`src/rtl/comet_ib_fill_if.sv`:
```
// Fetch-side handshake between the instruction-buffer fill controller and
// the memory/address-slice side: request/ack, fetched longword, PC step pulse.
interface comet_ib_fill_if;
    logic        ib_req_h;
    logic        ib_ack_h;
    logic [31:0] mem_data_h;
    logic        pc_inc4_h;

    modport master (output ib_req_h, output pc_inc4_h, input ib_ack_h, input mem_data_h);
    modport slave  (input ib_req_h, input pc_inc4_h, output ib_ack_h, output mem_data_h);
endinterface

```
`src/rtl/comet_ib_fill.sv`:
```
// COMET instruction-buffer fill controller: 8-byte byte queue, longword
// prefetch with one outstanding fetch, 0-4 bytes retired per cycle.
module comet_ib_fill (
    input  logic                   b_clk_l,
    input  logic                   reset_h,
    comet_ib_fill_if.master        mem,
    input  logic                   flush_h,
    input  logic [1:0]             start_ofs_h,
    output logic [31:0]            ib_data_h,
    output logic [3:0]             ib_count_h,
    input  logic [2:0]             consume_h,
    output logic                   ib_err_h
);
    typedef enum logic [1:0] {IDLE, FETCH, STALE} state_t;

    state_t          state;
    logic            req;
    logic            err;
    logic [7:0][7:0] q, q_nxt;
    logic [3:0]      count, count_nxt, base;
    logic [1:0]      skip;
    logic            legal, room, accept;
    logic [2:0]      cons_eff;

    always_comb begin
        legal    = (consume_h <= 3'd4) && ({1'b0, consume_h} <= count);
        cons_eff = legal ? consume_h : 3'd0;
        base     = count - {1'b0, cons_eff};
        room     = (base <= 4'd4);
        accept   = (state == FETCH) && mem.ib_ack_h && !flush_h && !reset_h;
    end

    // Queue bytes at or beyond count are kept zero, so the window needs no masking.
    always_comb begin
        q_nxt     = q >> {cons_eff, 3'b000};
        count_nxt = base;
        if (accept) begin
            for (int i = 0; i < 4; i++) begin
                if (i >= int'(skip))
                    q_nxt[base[2:0] + 3'(i) - 3'(skip)] = mem.mem_data_h[8*i +: 8];
            end
            count_nxt = base + 4'd4 - {2'b00, skip};
        end
    end

    always_ff @(posedge b_clk_l) begin
        if (reset_h) begin
            state <= IDLE;
            req   <= 1'b0;
            err   <= 1'b0;
            q     <= '0;
            count <= 4'd0;
            skip  <= 2'd0;
        end else if (flush_h) begin
            q     <= '0;
            count <= 4'd0;
            err   <= 1'b0;
            skip  <= start_ofs_h;
            // An in-flight fetch now targets the old PC; its data must be dropped.
            case (state)
                IDLE: ;
                FETCH, STALE: begin
                    if (mem.ib_ack_h) begin
                        state <= IDLE;
                        req   <= 1'b0;
                    end else begin
                        state <= STALE;
                    end
                end
                default: begin
                    state <= IDLE;
                    req   <= 1'b0;
                end
            endcase
        end else begin
            q     <= q_nxt;
            count <= count_nxt;
            if (!legal) err <= 1'b1;
            if (accept) skip <= 2'd0;
            case (state)
                IDLE: begin
                    if (room) begin
                        state <= FETCH;
                        req   <= 1'b1;
                    end
                end
                FETCH, STALE: begin
                    if (mem.ib_ack_h) begin
                        state <= IDLE;
                        req   <= 1'b0;
                    end
                end
                default: begin
                    state <= IDLE;
                    req   <= 1'b0;
                end
            endcase
        end
    end

    assign mem.ib_req_h  = req;
    assign mem.pc_inc4_h = accept;
    assign ib_data_h     = q[3:0];
    assign ib_count_h    = count;
    assign ib_err_h      = err;
endmodule

```
`src/flat_wrapper.sv`:
```
// flat-port wrapper written by rule: the top's interface ports become plain ports
module comet_ib_fill_flat 
  (b_clk_l, reset_h, flush_h, start_ofs_h, ib_data_h, ib_count_h, consume_h, ib_err_h, mem_ib_req_h, mem_pc_inc4_h, mem_ib_ack_h, mem_mem_data_h);
  comet_ib_fill_if mem_i ();
  input  logic b_clk_l;
  input  logic reset_h;
  input  logic flush_h;
  input  logic [1:0] start_ofs_h;
  output logic [31:0] ib_data_h;
  output logic [3:0] ib_count_h;
  input  logic [2:0] consume_h;
  output logic ib_err_h;
  output wire logic [$bits(mem_i.ib_req_h)-1:0] mem_ib_req_h;
  output wire logic [$bits(mem_i.pc_inc4_h)-1:0] mem_pc_inc4_h;
  input wire logic [$bits(mem_i.ib_ack_h)-1:0] mem_ib_ack_h;
  input wire logic [$bits(mem_i.mem_data_h)-1:0] mem_mem_data_h;
  assign mem_ib_req_h = mem_i.ib_req_h;
  assign mem_pc_inc4_h = mem_i.pc_inc4_h;
  assign mem_i.ib_ack_h = mem_ib_ack_h;
  assign mem_i.mem_data_h = mem_mem_data_h;
  comet_ib_fill u_core (.b_clk_l(b_clk_l), .reset_h(reset_h), .mem(mem_i), .flush_h(flush_h), .start_ofs_h(start_ofs_h), .ib_data_h(ib_data_h), .ib_count_h(ib_count_h), .consume_h(consume_h), .ib_err_h(ib_err_h));
endmodule
```
`config.mk`:
```
export PLATFORM = sky130hd
export DESIGN_NAME = comet_ib_fill_flat
export DESIGN_NICKNAME = d
export VERILOG_FILES = /design/src/rtl/comet_ib_fill_if.sv /design/src/rtl/comet_ib_fill.sv /design/src/flat_wrapper.sv
export SDC_FILE = /design/constraint.sdc
export NUM_CORES = 1
export LEC_CHECK = 0
export ABC_AREA = 1
export BUFFER_PORTS_ARGS = -buffer_cell sky130_fd_sc_hd__buf_2
export CAP_MARGIN = 15
export CELL_PAD_IN_SITES_DETAIL_PLACEMENT = 1
export CELL_PAD_IN_SITES_GLOBAL_PLACEMENT = 1
export CORE_MARGIN = 4
export CORE_UTILIZATION = 25
export DETAILED_ROUTE_END_ITERATION = 16
export GPL_TIMING_DRIVEN = 0
export PLACE_DENSITY_LB_ADDON = 0.1
export SYNTH_ARGS = -nofsm -noshare
export SYNTH_HDL_FRONTEND = slang
export SYNTH_SLANG_ARGS = --single-unit
```
`constraint.sdc`:
```
create_clock -name b_clk_l -period 5.8 [get_ports b_clk_l]
set_input_delay 0.58 -clock b_clk_l [delete_from_list [all_inputs] [get_ports b_clk_l]]
set_output_delay 0.58 -clock b_clk_l [all_outputs]
set_load 0.02 [all_outputs]
```
# After elaboration in Yosys (flattened, before gate mapping)
# Index checks and enable logic that the tools add are counted.
# op_classes
n_mux	34
shift	1
n_addsub	10
n_reduce_logical	16
eq_ne	5
order_cmp	14
# ops
op	count
$mux 64	7
$bwmux 64	4
$demux 8 s3	4
$shr 64x6->64	1
$mux 8	4
$lt 3x4->1 const B	4
$ge 3x1->1 const B	4
$mux 2	6
$sub 3x2->3	4
$logic_and 1x1->1	8
$pmux 2 s2	2
$add 3x2->3 const B	2
$add 4x3->4 const B	1
$ge 1x2->1 const A	2
$le 3x4->1	1
$le 4x3->1 const B	1
$mux 4	1
$pmux 1 s2	2
$reduce_or 2->1	2
$sub 4x2->4	1
$sub 4x3->4	1
$add 3x1->3 const B	1
$le 3x3->1 const B	1
$mux 1	3
other kinds (12)	13
# totals
register_bits	74
elab_cells	93
output_inout_bits	39

# Depth between registers and ports, before layout
# depth
ltp_word	20
ltp_mapped	32

# Worst setup path before layout
# OpenSTA, ideal clock, no wires.
# synth_path
path_kind	input port to flip-flop
from	input consume_h[0]
to	register u_core.q, in the netlist u_core.ib_data_h[27]
cell_stages	27
t_arrival_ns	4.470
setup_slack_ns	1.216
setup_time_ns	0.114
path_cell_list	clkbuf_1 > inv_1 > ha_1 > nand3_1 > nand2_1 > inv_1 > nand2_2 > nand3_1 > clkinv_1 > buf_2 > ha_1 > inv_1 > fa_1 > ha_1 > inv_1 > ha_1 > buf_2 > inv_1 > nor2_1 > inv_2 > nor2_1 > buf_2 > a21oi_1 > nand2_1 > nand3_1 > a21oi_1 > nor2_1
# synth_between
elab_chain_cells	20
# synth_rtl
element	line_no	rtl
from (decl)	flat_wrapper.sv:11	input logic [2:0] consume_h;
$le 3x4->1 or $le 3x3->1 (tied branches)	comet_ib_fill.sv:26	legal = (consume_h <= 3'd4) && ({1'b0, consume_h} <= count);
$logic_and 1x1->1	comet_ib_fill.sv:26	
$mux 3 *	comet_ib_fill.sv:27	cons_eff = legal ? consume_h : 3'd0;
branches (longest 16 deep; another with $sub 4x3->4)	--	
$mux 64 *	comet_ib_fill.sv:37	if (accept) begin
to (signal assigned)	comet_ib_fill.sv:76	q <= q_nxt;
to (decl)	comet_ib_fill.sv:19	logic [7:0][7:0] q, q_nxt;
# Mark *: on every way between the ends. The select of a mux whose other input is x is not followed.
# A chain may end at the register's enable or synchronous reset.

# Worst setup path in the final report
# layout_path
from	input consume_h[0]
to	register u_core.q, in the netlist u_core.ib_data_h[10]
# The elaborated chain is that of the path after synthesis.

==> reports/qor.yml <==
run_status: "complete, no violations"
critical_path.startpoint_type: "input pin"
layout.cell_area.non_filler_sq_mm: 0.01026
floorplan.die.width_um: 197.0
cellPowerDensity_mw_per_mm2: 465.7
worstHoldEndpoint: "u_core.mem.ib_req_h$_SDFFE_PP0P_"
report.final.hold_viol_count: 0
worst_clock_skew_ns: 0.01052
first_pass_iters: 5
wl_per_cell_um: 25.27
drc: 0
synthDistinctLibCells: 42
mapped_nets: 1671
num-nets-final: 1763
relSlewSlack_pct: 41.84
number_of_global_route_vias_before_repair: 10980
synthesized_area_fraction_occupied_by_and_or_nand_nor_cells_pct: 39.29
dpl.hpwl_um: 45060
hold-worst-slack_ns: 0.4597
yosys.area.top_type: "sky130_fd_sc_hd__nand2_1"
place.port_buffers: 79
rsz0062_at_grt: "no"
crit_reg_reg_startpoint: "u_core.ib_count_h[1]$_SDFF_PP0_"
grt_pass1_wl_um: 78640
post_route_cells_drive_above_1_share_pct: 14.76
muxShareOfSynthArea_pct: 0
sequential_cell_area_sq_mm: 0.001481
end_kind: "register"
synth_cells: 1610
globalRoute.totalOverflow: 0
worst_ep_required_time_ns: 6.05
detailedRoute.firstIterationViolations: 923
core_area_sq_mm: 0.03488
max_freq_ghz: 0.1857
detailed_place.area_sq_mm: 0.009891
holdBufCountCts: 0
synth_edf_count: 0
fill_cell_total_of_the_finished_layout: 4694
drv.max_cap_violation_count: 0
worstSetupPathType: "in2reg"
regToRegEndpoint: "u_core.ib_data_h[10]$_SDFF_PP0_"
critical_path_arrival_ns: 5.63
synth_top_area_share_pct: 18.46
reg2reg_setup_slack_ns: 0.48
post_synth_fa_ha_maj_area_fraction_pct: 2.972
whs_path_depth: 2
cts_tree: "done"
cts_made_buffers: 9
synth-compound-area-share_pct: 22.13
floorplan.rows: 68
synth-main-ff-cell: "sky130_fd_sc_hd__dfxtp_1"
drt.antenna.violating_nets: 0
floorplan.die_area_sq_mm: 0.03879
clockBufferDepth: 2
diodes: 0
grt_usage_pct: 27.80
worstPathMaxFanout: 11
synth-warning-count: 0
synth.ff_latch_count: 74
number_of_endpoints_failing_setup_at_the_final_stage: 0
async_flop_share_pct: 0
tightestPinTransition_ns: 0.8724
reg2reg_depth: 23
fin_crit_sh_pct: 92.84
path_clk_slew_ns: 0.07
effective_utilization_at_floorplan_pct: 25.59
multiInputGateArea_sq_mm: 0.005859
globalplace.congestion: 0.9594
leakage_nw: 5.052
finalWorstPathRequiredPeriod_ns: 5.385
synthesis.area_per_instance_sq_um: 5.544
hold_class: "in2reg"
power.ir.vdd_worst_uv: 231.4
cts_num_sinks: 74
routed_wirelength_um: 54630
synth-xor-area-share_pct: 1.051
clock_tree.root_cell: "sky130_fd_sc_hd__clkbuf_16"
vias: 11390
clock_tree.htree_level_count: 3
min-delay-start: "reset_h"
clock_insertion_delay_worst_skew_ns: 0.36
synth_seq_area_share_pct: 16.60
synth_top_family_by_area: "simple AND/OR/NAND/NOR gates"
post_synth_instance_area_sq_mm: 0.008926
area_delta_synth_final_pct: 14.94
top_level_ports: 80
antenna_found_initial: 0
floorplan.die.height_um: 197.0
grt_max_degree: 14
drt-vias-per-instance: 5.268
synth_top_cells_by_area: "sky130_fd_sc_hd__nand2_1, sky130_fd_sc_hd__dfxtp_1, sky130_fd_sc_hd__nand3_1, sky130_fd_sc_hd__inv_1, sky130_fd_sc_hd__a21oi_1"
timing.final.max_slew_violations: 0
[repair_timing]
item                                    in CTS  in global routing
endpoints found under the setup margin      18                 32
resized for setup                            2                  5
setup buffers                                0                  3
pin swaps                                    0                  1
hold endpoints to repair                     0                  0
[sequential cells by signal (all words and copies together), names as in the netlist]
signal and flops:
u_core.ib_data_h 32, u_core.ib_count_h 4, u_core.skip 2, u_core.mem.ib_req_h 1
u_core.q 32, u_core.ib_err_h 1, u_core.state 2
[synth_stat cells (4+ instances only)]
library cell and count:
sky130_fd_sc_hd__nand2_1 439, sky130_fd_sc_hd__inv_1 222, sky130_fd_sc_hd__nand3_1 201, sky130_fd_sc_hd__a21oi_1 151
sky130_fd_sc_hd__o21ai_0 120, sky130_fd_sc_hd__dfxtp_1 74, sky130_fd_sc_hd__o21ai_1 61, sky130_fd_sc_hd__nor2_1 52
sky130_fd_sc_hd__buf_4 38, sky130_fd_sc_hd__clkbuf_1 36, sky130_fd_sc_hd__nand4_1 35, sky130_fd_sc_hd__buf_2 34
sky130_fd_sc_hd__o211ai_1 27, sky130_fd_sc_hd__inv_2 26, sky130_fd_sc_hd__ha_1 18, sky130_fd_sc_hd__nand2_2 10
sky130_fd_sc_hd__nor2_4 10, sky130_fd_sc_hd__nor2_2 6, sky130_fd_sc_hd__buf_6 5, sky130_fd_sc_hd__nand3_4 4
sky130_fd_sc_hd__nor3_4 4, sky130_fd_sc_hd__o22ai_1 4
[worst max-delay path by stage]
stage,start,end,slack [ns],depth (start not counted)
6_report,consume_h[0],u_core.ib_data_h[10]$_SDFF_PP0_,0.42,24
5_1_grt,consume_h[0],u_core.ib_data_h[10]$_SDFF_PP0_,0.08,24
4_1_cts,consume_h[0],u_core.ib_data_h[10]$_SDFF_PP0_,0.07,26
3_5_place_dp,consume_h[0],u_core.ib_data_h[10]$_SDFF_PP0_,-0.67,26
3_3_place_gp,consume_h[0],u_core.ib_data_h[10]$_SDFF_PP0_,-0.69,26
2_1_floorplan,consume_h[0],u_core.ib_data_h[27]$_SDFF_PP0_,1.22,27
[cell type report]
cell class,count,area share (%)
repair buffers,82,4.073
multi-input cells,1169,57.11
inverters,251,9.244
flip-flops and latches,74,14.44
clock inverters,6,0.8781
plain buffers,115,6.378
clock buffers,10,2.329
well taps,455,5.549
[worst max-delay path, cell delays in order]
cell                       delay [ns]
sky130_fd_sc_hd__buf_2           0.12
sky130_fd_sc_hd__clkbuf_2        0.24
sky130_fd_sc_hd__inv_1           0.08
sky130_fd_sc_hd__ha_1            0.28
sky130_fd_sc_hd__nand3_1         0.07
sky130_fd_sc_hd__nand2_1         0.06
sky130_fd_sc_hd__inv_1           0.05
sky130_fd_sc_hd__nand2_2         0.11
sky130_fd_sc_hd__nand3_2         0.22
sky130_fd_sc_hd__buf_2           0.28
sky130_fd_sc_hd__buf_2           0.24
sky130_fd_sc_hd__fa_1            0.64
sky130_fd_sc_hd__inv_1           0.17
sky130_fd_sc_hd__fa_2            0.81
sky130_fd_sc_hd__inv_2           0.17
sky130_fd_sc_hd__nor2_1          0.13
sky130_fd_sc_hd__inv_1           0.10
sky130_fd_sc_hd__nor2_4          0.23
sky130_fd_sc_hd__inv_1           0.23
sky130_fd_sc_hd__nand3_1         0.25
sky130_fd_sc_hd__nand2_1         0.07
sky130_fd_sc_hd__nand2_1         0.06
sky130_fd_sc_hd__nand2_1         0.11
sky130_fd_sc_hd__a21oi_1         0.30
[cell families (layout without fill, tap and decap cells)]
logic type                 count (synthesis)  in the layout
and+or+nand+nor                          769            769
AOI/OAI and AO/OA                        374            374
buffers and inverters                    367            464
DFF                                       74             74
adders and majority gates                 20             20
xor gates and xnor gates                   6              6
[report_power, final]
| part | switching, mW | internal [mW] |
|---|---|---|
| logic | 2.57 | 0.964 |
| clock network | 0.257 | 0.390 |
| registers | 0.0409 | 0.553 |
[cells in the final DEF (no fill, tap or decap), drive strengths merged, types with 4 or more instances in the layout]
cell type and instances:
a21oi 151, buf 161, clkbuf 46, clkinv 4, dfxtp 74, ha 18
inv 249, nand2 453, nand3 206, nand4 35, nor2 68, nor3 6
o211ai 27, o21ai 182, o22ai 4, xor2 4
[stage by stage]
stage / total power [mW] / util, % / setup TNS (ns) / setup slack, ns / std cells
finish: 4.778 / 29.41 / 0 / 0.4152 / 2162
detailed placement: 4.027 / 28.35 / -17.26 / -0.6747 / 2144
global placement: 4.008 / 28.35 / -17.00 / -0.6914 / 2144
global route: 5.153 / 29.41 / 0 / 0.08370 / 2162
floorplan: 2.838 / - / 0 / 1.216 / 1610
CTS: 4.675 / 29.31 / 0 / 0.07115 / 2160
[routing by layer]
metal	up-vias	global-route usage (%)	routed length, um
li1	5392	-	-
met1	5531	42.04	26630
met2	416	42.02	23030
met3	51	2.615	3459
met4	0	7.550	1507
met5	-	0	0
Power figures use the tool's default switching activity.
